==> config.mk <==
export PLATFORM = sky130hd
export DESIGN_NAME = uart_mem_cmd_ctrl
export DESIGN_NICKNAME = d
export VERILOG_FILES = /design/src/rtl/uart_mem_cmd_pkg.sv /design/src/rtl/uart_mem_cmd_regs.sv /design/src/rtl/uart_mem_cmd_ctrl.sv
export SDC_FILE = /design/constraint.sdc
export NUM_CORES = 1
export LEC_CHECK = 0
export ABC_AREA = 1
export BUFFER_PORTS_ARGS = -buffer_cell sky130_fd_sc_hd__buf_2
export CORE_MARGIN = 4
export CORE_UTILIZATION = 27
export DETAILED_ROUTE_END_ITERATION = 7
export PLACE_DENSITY = 0.51
export SLEW_MARGIN = 25
export SYNTH_ARGS = -nofsm -noshare
export SYNTH_HDL_FRONTEND = slang
export SYNTH_SLANG_ARGS = --single-unit
==> constraint.sdc <==
create_clock -name clk -period 2.4 [get_ports clk]
set_clock_uncertainty 0.15 [all_clocks]
set_input_delay 0.24 -clock clk [delete_from_list [all_inputs] [get_ports clk]]
set_output_delay 0.24 -clock clk [all_outputs]
set_load 0.02 [all_outputs]
==> src/rtl/uart_mem_cmd_pkg.sv <==
// Shared definitions for the UART memory command sequencer.
//  - Command opcodes received over the UART RX path.
//  - FSM state encoding.
//  - reg_sel(): maps a register opcode onto the read-back/write select
//    (0 = access count, 1..4 = address byte 0..3, LSB first).
package uart_mem_cmd_pkg;

  localparam logic [7:0] CMD_WR_MEM_ACCESS_COUNT = 8'hA0;
  localparam logic [7:0] CMD_RD_MEM_ACCESS_COUNT = 8'hA1;
  localparam logic [7:0] CMD_WR_MEM_ADDR0        = 8'hB0;
  localparam logic [7:0] CMD_WR_MEM_ADDR1        = 8'hB1;
  localparam logic [7:0] CMD_WR_MEM_ADDR2        = 8'hB2;
  localparam logic [7:0] CMD_WR_MEM_ADDR3        = 8'hB3;
  localparam logic [7:0] CMD_RD_MEM_ADDR0        = 8'hC0;
  localparam logic [7:0] CMD_RD_MEM_ADDR1        = 8'hC1;
  localparam logic [7:0] CMD_RD_MEM_ADDR2        = 8'hC2;
  localparam logic [7:0] CMD_RD_MEM_ADDR3        = 8'hC3;
  localparam logic [7:0] CMD_DO_MEM_WRITE        = 8'hD0;
  localparam logic [7:0] CMD_DO_MEM_READ         = 8'hD1;

  typedef enum logic [2:0] {
    S_IDLE,
    S_GET_ARG,
    S_SEND_RSP,
    S_WR_DATA,
    S_WR_MEM,
    S_RD_MEM,
    S_RD_SEND
  } state_t;

  localparam logic [2:0] SEL_COUNT = 3'd0;

  // Ax selects the count register; Bk/Ck select address byte k.
  function automatic logic [2:0] reg_sel(input logic [7:0] op);
    if (op[7:4] == 4'hA) return SEL_COUNT;
    return {1'b0, op[1:0]} + 3'd1;
  endfunction

endpackage

==> src/rtl/uart_mem_cmd_regs.sv <==
// Access-count and access-address registers with a byte write port and a
// byte-wide read-back mux.
// Ports:
//  clk, resetn  clock, synchronous active-low reset
//  wr_en        write wdata into the register byte chosen by sel
//  sel          0 = count, 1..4 = address byte 0..3
//  wdata        byte to write
//  count, addr  full register values
//  rd_byte      register byte chosen by sel (combinational)
module uart_mem_cmd_regs
  import uart_mem_cmd_pkg::*;
#(
  parameter int ADDR_W = 32,
  parameter int CNT_W  = 8
) (
  input  logic              clk,
  input  logic              resetn,
  input  logic              wr_en,
  input  logic [2:0]        sel,
  input  logic [7:0]        wdata,
  output logic [CNT_W-1:0]  count,
  output logic [ADDR_W-1:0] addr,
  output logic [7:0]        rd_byte
);

  always_ff @(posedge clk) begin
    if (!resetn) begin
      count <= '0;
      addr  <= '0;
    end else if (wr_en) begin
      if (sel == SEL_COUNT) count <= CNT_W'(wdata);
      for (int k = 0; k < 4; k++)
        if (sel == 3'(k + 1)) addr[8*k +: 8] <= wdata;
    end
  end

  always_comb begin
    rd_byte = 8'(count);
    for (int k = 0; k < 4; k++)
      if (sel == 3'(k + 1)) rd_byte = addr[8*k +: 8];
  end

endmodule

==> src/rtl/uart_mem_cmd_ctrl.sv <==
// Command sequencer between the UART RX/TX pair and a byte-wide memory port.
// Decodes command bytes, owns the count/address registers, returns register
// read-backs over TX and runs memory write/read bursts.
// Ports:
//  clk, resetn            clock, synchronous active-low reset
//  rx_valid, rx_data      received byte strobe + data
//  tx_en, tx_data, tx_busy transmit strobe, byte, transmitter busy
//  mem_req/we/addr/wdata  memory request (held until mem_gnt)
//  mem_gnt, mem_rdata     request accepted; read data valid with the grant
//  busy                   FSM not idle
//  err                    pulse: unknown opcode, dropped byte or grant timeout
module uart_mem_cmd_ctrl
  import uart_mem_cmd_pkg::*;
#(
  parameter int ADDR_W  = 32,
  parameter int CNT_W   = 8,
  parameter int TIMEOUT = 1024
) (
  input  logic              clk,
  input  logic              resetn,
  input  logic              rx_valid,
  input  logic [7:0]        rx_data,
  output logic              tx_en,
  output logic [7:0]        tx_data,
  input  logic              tx_busy,
  output logic              mem_req,
  output logic              mem_we,
  output logic [ADDR_W-1:0] mem_addr,
  output logic [7:0]        mem_wdata,
  input  logic              mem_gnt,
  input  logic [7:0]        mem_rdata,
  output logic              busy,
  output logic              err
);

  localparam int               TMO_W    = $clog2(TIMEOUT + 1);
  localparam logic [TMO_W-1:0] TMO_LAST = TMO_W'(TIMEOUT - 1);

  state_t            state;
  logic [2:0]        tgt;      // register targeted by the current Ax/Bx/Cx command
  logic [ADDR_W-1:0] ptr;      // burst address; the addr register itself is untouched
  logic [CNT_W-1:0]  rem;      // bytes left in the burst
  logic [7:0]        rdata_q;
  logic [TMO_W-1:0]  tmo_cnt;

  logic [CNT_W-1:0]  count;
  logic [ADDR_W-1:0] addr;
  logic [7:0]        rd_byte;
  logic              reg_we;
  logic              last;

  assign reg_we   = (state == S_GET_ARG) && rx_valid;
  assign last     = (rem == CNT_W'(1));
  assign mem_addr = ptr;
  assign busy     = (state != S_IDLE);

  uart_mem_cmd_regs #(.ADDR_W(ADDR_W), .CNT_W(CNT_W)) u_regs (
    .clk     (clk),
    .resetn  (resetn),
    .wr_en   (reg_we),
    .sel     (tgt),
    .wdata   (rx_data),
    .count   (count),
    .addr    (addr),
    .rd_byte (rd_byte)
  );

  always_ff @(posedge clk) begin
    if (!resetn) begin
      state     <= S_IDLE;
      tgt       <= SEL_COUNT;
      ptr       <= '0;
      rem       <= '0;
      rdata_q   <= '0;
      tmo_cnt   <= '0;
      tx_en     <= 1'b0;
      tx_data   <= '0;
      mem_req   <= 1'b0;
      mem_we    <= 1'b0;
      mem_wdata <= '0;
      err       <= 1'b0;
    end else begin
      tx_en <= 1'b0;
      err   <= 1'b0;
      case (state)
        S_IDLE: if (rx_valid) begin
          case (rx_data)
            CMD_WR_MEM_ACCESS_COUNT, CMD_WR_MEM_ADDR0, CMD_WR_MEM_ADDR1,
            CMD_WR_MEM_ADDR2, CMD_WR_MEM_ADDR3: begin
              tgt   <= reg_sel(rx_data);
              state <= S_GET_ARG;
            end
            CMD_RD_MEM_ACCESS_COUNT, CMD_RD_MEM_ADDR0, CMD_RD_MEM_ADDR1,
            CMD_RD_MEM_ADDR2, CMD_RD_MEM_ADDR3: begin
              tgt   <= reg_sel(rx_data);
              state <= S_SEND_RSP;
            end
            // Zero-length bursts are silent no-ops.
            CMD_DO_MEM_WRITE: if (count != '0) begin
              ptr   <= addr;
              rem   <= count;
              state <= S_WR_DATA;
            end
            CMD_DO_MEM_READ: if (count != '0) begin
              ptr    <= addr;
              rem    <= count;
              mem_we <= 1'b0;
              state  <= S_RD_MEM;
            end
            default: err <= 1'b1;
          endcase
        end
        // Register write itself happens in u_regs off reg_we.
        S_GET_ARG: if (rx_valid) state <= S_IDLE;
        S_SEND_RSP: begin
          if (rx_valid) err <= 1'b1;
          if (!tx_busy) begin
            tx_en   <= 1'b1;
            tx_data <= rd_byte;
            state   <= S_IDLE;
          end
        end
        S_WR_DATA: if (rx_valid) begin
          mem_wdata <= rx_data;
          mem_we    <= 1'b1;
          state     <= S_WR_MEM;
        end
        S_WR_MEM, S_RD_MEM: begin
          if (rx_valid) err <= 1'b1;
          // Request rises one cycle after entry; a grant is only honoured
          // while the request is actually up.
          if (!mem_req) begin
            mem_req <= 1'b1;
            tmo_cnt <= '0;
          end else if (mem_gnt) begin
            mem_req <= 1'b0;
            if (state == S_WR_MEM) begin
              ptr   <= ptr + 1'b1;
              rem   <= rem - 1'b1;
              state <= last ? S_IDLE : S_WR_DATA;
            end else begin
              rdata_q <= mem_rdata;
              state   <= S_RD_SEND;
            end
          end else if (tmo_cnt == TMO_LAST) begin
            mem_req <= 1'b0;
            err     <= 1'b1;
            state   <= S_IDLE;
          end else begin
            tmo_cnt <= tmo_cnt + 1'b1;
          end
        end
        S_RD_SEND: begin
          if (rx_valid) err <= 1'b1;
          if (!tx_busy) begin
            tx_en   <= 1'b1;
            tx_data <= rdata_q;
            ptr     <= ptr + 1'b1;
            rem     <= rem - 1'b1;
            state   <= last ? S_IDLE : S_RD_MEM;
          end
        end
        default: state <= S_IDLE;
      endcase
    end
  end

endmodule

# After elaboration in Yosys (flattened, before gate mapping)
# Index checks and enable logic that the tools add are counted.
dict set report classes {
  add_sub_neg 4
  mul 0
  div_mod_pow 0
  magnitude_cmp 0
  n_eq_ne 42
  shifts 0
  n_mux 70
  n_bitwise 1
  reduce_logical 29
}
# operator n
set op_table {}
lappend op_table {{32-bit two-way mux} 7}
lappend op_table {{8-bit two-way mux} 13}
lappend op_table {{8-bit == test, second input constant} 12}
lappend op_table {{32-bit case mux with 3 select lines} 1}
lappend op_table {{3-bit two-way mux} 15}
lappend op_table {{11-bit two-way mux} 3}
lappend op_table {{32-bit by 1-bit adder with 32-bit output, second input constant} 1}
lappend op_table {{2-bit inequality test, second input constant} 12}
lappend op_table {{8-bit case mux with 3 select lines} 1}
lappend op_table {{1-bit two-way mux} 23}
lappend op_table {{3-bit case mux with 6 select lines} 1}
lappend op_table {{8-bit case mux with 2 select lines} 1}
lappend op_table {{2-bit AND reduction} 7}
lappend op_table {{3-bit by 2-bit == test with 1-bit output, second input constant} 4}
lappend op_table {{3-bit == test, second input constant} 4}
lappend op_table {{3-bit case mux with 4 select lines} 1}
lappend op_table {{12-bit OR reduction} 1}
lappend op_table {{11-bit by 1-bit adder with 11-bit output, second input constant} 1}
lappend op_table {{11-bit by 10-bit == test with 1-bit output, second input constant} 1}
lappend op_table {{10-bit AND reduction} 1}
lappend op_table {{5-bit OR reduction} 2}
lappend op_table {{3-bit inequality test, second input constant} 3}
lappend op_table {{3-bit AND reduction} 3}
lappend op_table {{8-bit by 1-bit == test with 1-bit output, second input constant} 1}
lappend op_table {{20 further kinds} 27}
dict set report totals {
  ff_bits 125
  latchBits 0
  ramBits 0
  romBits 0
  inputBits 21
  out_inout_bits 53
  elab_cells 163
  mem_count 0
}

# Depth between registers and ports, before layout
dict set report logic_depth {
  ltp_word 8
  depth_mapped 12
  depth_no_buf 12
}

# Modules after synthesis
# From an unflattened synthesis, not the netlist that was laid out.
dict set report unflattened {
  cells_unflattened 1107
  hier_area_um2 6966.7
}
# mod instances cells_per_inst area_per_inst_um2 seq_area_each_um2
set by_module_without_submodules {}
lappend by_module_without_submodules {uart_mem_cmd_ctrl 1 847 5132.4 1701.6}
lappend by_module_without_submodules {uart_mem_cmd_regs 1 260 1834.3 800.8}

# Worst setup path before layout
# OpenSTA, ideal clock, no wires.
dict set report synth_path {
  path_kind {reg2reg}
  startpoint {register ptr[0] (netlist: mem_addr[0])}
  endpoint {register ptr[20] (netlist: mem_addr[20])}
  setup_ps 64
  arrival_ps 1653
  required_ps 2186
  setup_slack_ps 533
  stages_incl_launch_ff 10
  n_path_buf 0
  synth_period_minus_slack_ps 1867
  path_cell_list {dfxtp_1 ha_1 nand3_1 nor2_1 nand3_1 nor2_1 nor2_1 o21bai_1 nand2_1 nor2_1}
}
dict set report synth_via {
  elab_chain_cells 5
  word_cells_on_any_way 6
  classes_between {1 x add/sub; 5 x mux}
}
# element line
set synth_rtl {}
lappend synth_rtl {{start, declared} uart_mem_cmd_ctrl.sv:41} ;# logic [ADDR_W-1:0] ptr;
lappend synth_rtl {{start signal, assigned} uart_mem_cmd_ctrl.sv:100} ;# ptr <= addr;
lappend synth_rtl {{start signal, assigned} uart_mem_cmd_ctrl.sv:105} ;# ptr <= addr;
lappend synth_rtl {{start signal, assigned} uart_mem_cmd_ctrl.sv:138} ;# ptr <= ptr + 1'b1;
lappend synth_rtl {{32-bit by 1-bit adder with 32-bit output (*)} {uart_mem_cmd_ctrl.sv:138, uart_mem_cmd_ctrl.sv:158}}
lappend synth_rtl {{32-bit two-way mux} uart_mem_cmd_ctrl.sv:137} ;# if (state == S_WR_MEM) begin
lappend synth_rtl {{32-bit two-way mux} uart_mem_cmd_ctrl.sv:135} ;# end else if (mem_gnt) begin
lappend synth_rtl {{32-bit two-way mux} uart_mem_cmd_ctrl.sv:132} ;# if (!mem_req) begin
lappend synth_rtl {{32-bit case mux with 3 select lines (*)} uart_mem_cmd_ctrl.sv:85} ;# case (state)
# Every way passes the cells marked *; elsewhere a longest branch is shown, timed or not. The select of a mux whose other input is x is not followed.
# A chain may end at the register's enable or synchronous reset.

# Final worst setup path
dict set report layout_path {
  startpoint {input rx_data[1]}
  endpoint {register ptr[28] (netlist: mem_addr[28])}
}
dict set report layout_via {
  elab_chain_cells 4
  word_cells_on_any_way 5
  classes_between {3 x eq/ne; 2 x reduce/logical}
}
# element line
set layout_rtl {}
lappend layout_rtl {{start, declared} uart_mem_cmd_ctrl.sv:22} ;# input logic [7:0] rx_data,
lappend layout_rtl {{8-bit == test} uart_mem_cmd_ctrl.sv:87} ;# case (rx_data)
lappend layout_rtl {{2-bit OR reduction (no line) (*)} --}
lappend layout_rtl {{2-bit inequality test (no line) (*)} --}
lappend layout_rtl {{8-bit AND reduction (no line) (*)} --}
# Every way passes the cells marked *; elsewhere a longest branch is shown, timed or not.

==> reports/metrics.yaml <==
setup_path:
  cp-end-kind: "flop"
  critical_path_required_ns: 2.61
  critPathLaunchType: "input port"
  path_max_fanout: 52
  criticalPathCategory: "in -> reg"
  arrival_ns: 2.35
clock_network:
  cts_htree_levels: 4
  cts_buffers: 17
  cts-root-buf: "clkbuf_16"
  clk_latency_ns: 0.43
  post_cts_buffers: 0
  clk_path_buf_depth: 2
  cts_tree: "built"
  cts_num_sinks: 125
  clk_pin_slew_ns: 0.06
floorplan:
  coreArea_mm2: 0.0254
  io_pins: 74
  rows: 58
  die_w_um: 169
  fp.dieArea_mm2: 0.0287
  start_util_pct: 27.7
  die_h_um: 169
power_and_ir_drop:
  ir_drop_mv: 0.375
  clkPwrFrac_pct: 55.1
  p_int_mw: 4.00
  p_per_area_mw_per_mm2: 605
  swShare_pct: 22.8
  totalPowerFinal_mw: 5.19
  seqPwrFrac_pct: 40.3
  p_sw_mw: 1.18
  p_comb_share_pct: 4.6
  power_leakage_nw: 3.47
route:
  detail_route.vias_per_cell: 4.75
  via_count: 7409
  routed_wl_um: 22900
  drtIter0Drc: 506
  ant_nets: 0
  drtPass1Iterations: 5
  wl_per_cell_um: 14.7
  drc: 0
layout:
  n_antenna_cell: 0
  syn_to_final_growth_pct: 21.8
  register_area_mm2: 0.00250
  multiInputGateArea_mm2: 0.00390
  fill_cells: 2788
  post_route_cells_drive_above_1_share_pct: 11.8
  nets: 1247
yosys:
  synth_top_area_share_pct: 35.5
  synth_common_cells: "301 x nand2_1, 191 x nor2_1, 125 x dfxtp_1"
  synth-async-reset-ratio_pct: 0
  ys_seq_area_share_pct: 35.5
  synth-edff-count: 0
  synth_area_per_cell_um2: 6.20
  netlist_instances: 1135
  yosysMostFrequentCell: "nand2_1"
  ys.warnings.count: 0
  synth_area_leaders: "dfxtp_1 36%, nand2_1 16%, nor2_1 10%"
  syn_nets: 1164
  synth_area_leader_cell: "dfxtp_1"
  syn_area_mm2: 0.00704
  ys_types: 38
  ys.flop_type: "dfxtp_1"
  ys_ff_latch: 125
sta:
  min_period_ns: 2.14
  fmax_mhz: 466
  fin_crit_sh_pct: 89.4
  setup_viol: 0
  tns_ns: 0
  hold_viol: 0
  rsz0062_at_grt: "no"
  tightestPinTransition_ns: 0.697
  slew_viol_final: 0
  slew-limit-headroom_pct: 53.2
placed_design:
  hpwl_um: 16700
  port_buffers: 73
  gp_congestion: 0.855
global_routing:
  grt_pass1_vias: 6912
  grt_usage_pct: 16.1
  grt-ovfl-total: 0
  grt_max_degree: 68
  grt_pass1_wl_um: 36900
  antenna_found_initial: 0
run_status:
  outcome: "complete, no violations"
worst_hold_path:
  min_path_type: "in -> reg"
job:
  drv_cap: 0
==> cell usage in the layout (no fill, tap or decap), drive strengths merged <==
| master | n |
|---|---|
| buf | 91 |
| clkinv | 6 |
| xor2 | 2 |
| ha | 8 |
| nand2 | 303 |
| nand3b | 15 |
| nor4 | 1 |
| inv | 111 |
| o21bai | 2 |
| nand4 | 14 |
| clkbuf | 17 |
| nand3 | 86 |
| bufinv | 5 |
| dlygate4sd3 | 16 |
| a22oi | 1 |
| xnor2 | 1 |
| a31oi | 2 |
| o21ai | 90 |
| a211oi | 8 |
| o211ai | 1 |
| clkinvlp | 4 |
| and3 | 1 |
| nor3 | 7 |
| nor2 | 200 |
| o31ai | 1 |
| dfxtp | 125 |
| a21oi | 111 |
| o22ai | 1 |
==> cells by family (layout without fill, tap and decap cells) <==
group                      Yosys count  count (layout)  synth area share [%]
and+or+nand+nor                    627             627                  37.5
AOI/OAI and AO/OA                  217             217                  16.0
DFF                                125             125                  35.5
xor gates and xnor gates             3               3                 0.373
buffers and inverters              155             250                  9.17
adders and majority gates            8               8                  1.42
==> worst max-delay path, cell delays in order <==
cell           delay [ns]
dlygate4sd3_1        0.54
buf_2                0.16
inv_1                0.10
ha_1                 0.20
o21ai_0              0.13
o21ai_1              0.26
nand3_4              0.13
buf_12               0.20
nor2_1               0.17
nand2_1              0.07
a21oi_1              0.11
==> final timing paths <==
| check | endpoint | from | slack [ns] | cells after the start |
|---|---|---|---|---|
| setup / recovery | mem_addr[28]$_SDFFE_PN0P_ | rx_data[1] | 0.26 | 11 |
| setup reg to reg | mem_addr[28]$_SDFFE_PN0P_ | state[2]$_SDFFE_PN0P_ | 0.32 | 9 |
| hold / removal | mem_wdata[5]$_SDFFE_PN0P_ | rx_valid | 0.10 | 3 |
| hold reg to reg | tmo_cnt[8]$_SDFFE_PN0P_ | tmo_cnt[8]$_SDFFE_PN0P_ | 0.30 | 2 |
==> power by group through the flow <==
| stage | logic [mW] | clock network (mW) | registers, mW |
|---|---|---|---|
| 3_5_place_dp | 0.218 | 0 | 2.14 |
| 6_report | 0.238 | 2.86 | 2.09 |
| 5_1_grt | 0.265 | 3.02 | 2.09 |
| 4_1_cts | 0.239 | 2.93 | 2.09 |
| 3_3_place_gp | 0.219 | 0 | 2.14 |
| 2_1_floorplan | 0.124 | 0 | 2.14 |
==> per-layer routing <==
| metal | global-route usage, % | vias up | part of all wire [%] |
|---|---|---|---|
| li1 | - | 3841 | - |
| met1 | 23.1 | 3364 | 50 |
| met2 | 24.3 | 174 | 43 |
| met3 | 3.40 | 30 | 5.0 |
| met4 | 4.73 | 0 | 1.9 |
| met5 | 0 | - | 0 |
==> layout make-up <==
class                      count  area share [%]
multi-input combinational    855            45.4
timing repair buffer         107            8.14
clock inverter                14            2.57
sequential                   125            29.2
clock buffer                  17            4.96
tap                          330            4.81
inverter                     112            4.93
==> flip-flops by register name, indices dropped and copies added, names as in the netlist, 8 cells and up <==
| register | count |
|---|---|
| u_regs.count | 8 |
| rdata_q | 8 |
| tmo_cnt | 11 |
| rem | 8 |
| u_regs.addr | 32 |
| tx_data | 8 |
| mem_wdata | 8 |
| mem_addr | 32 |
==> what timing repair did <==
item                       CTS  global route
hold buffers                16             0
gates resized for setup      0             1
hold endpoints to repair    16             0
setup endpoints to repair    0             1
==> per-stage QoR <==
step                setup slack, ns  cells  hold WS (ns)  util (%)  cell area (um^2)
detailed placement            0.312   1513         0.293      30.6              7770
global route                  0.109   1560         0.110      33.8              8580
finish                        0.256   1560         0.103      33.8              8580
CTS                           0.275   1560        0.0832      33.8              8580
floorplan                     0.533   1135         0.257         -              7040
global placement              0.368   1513         0.288      30.6              7770
Note: power is estimated with default switching activity, not from simulation.
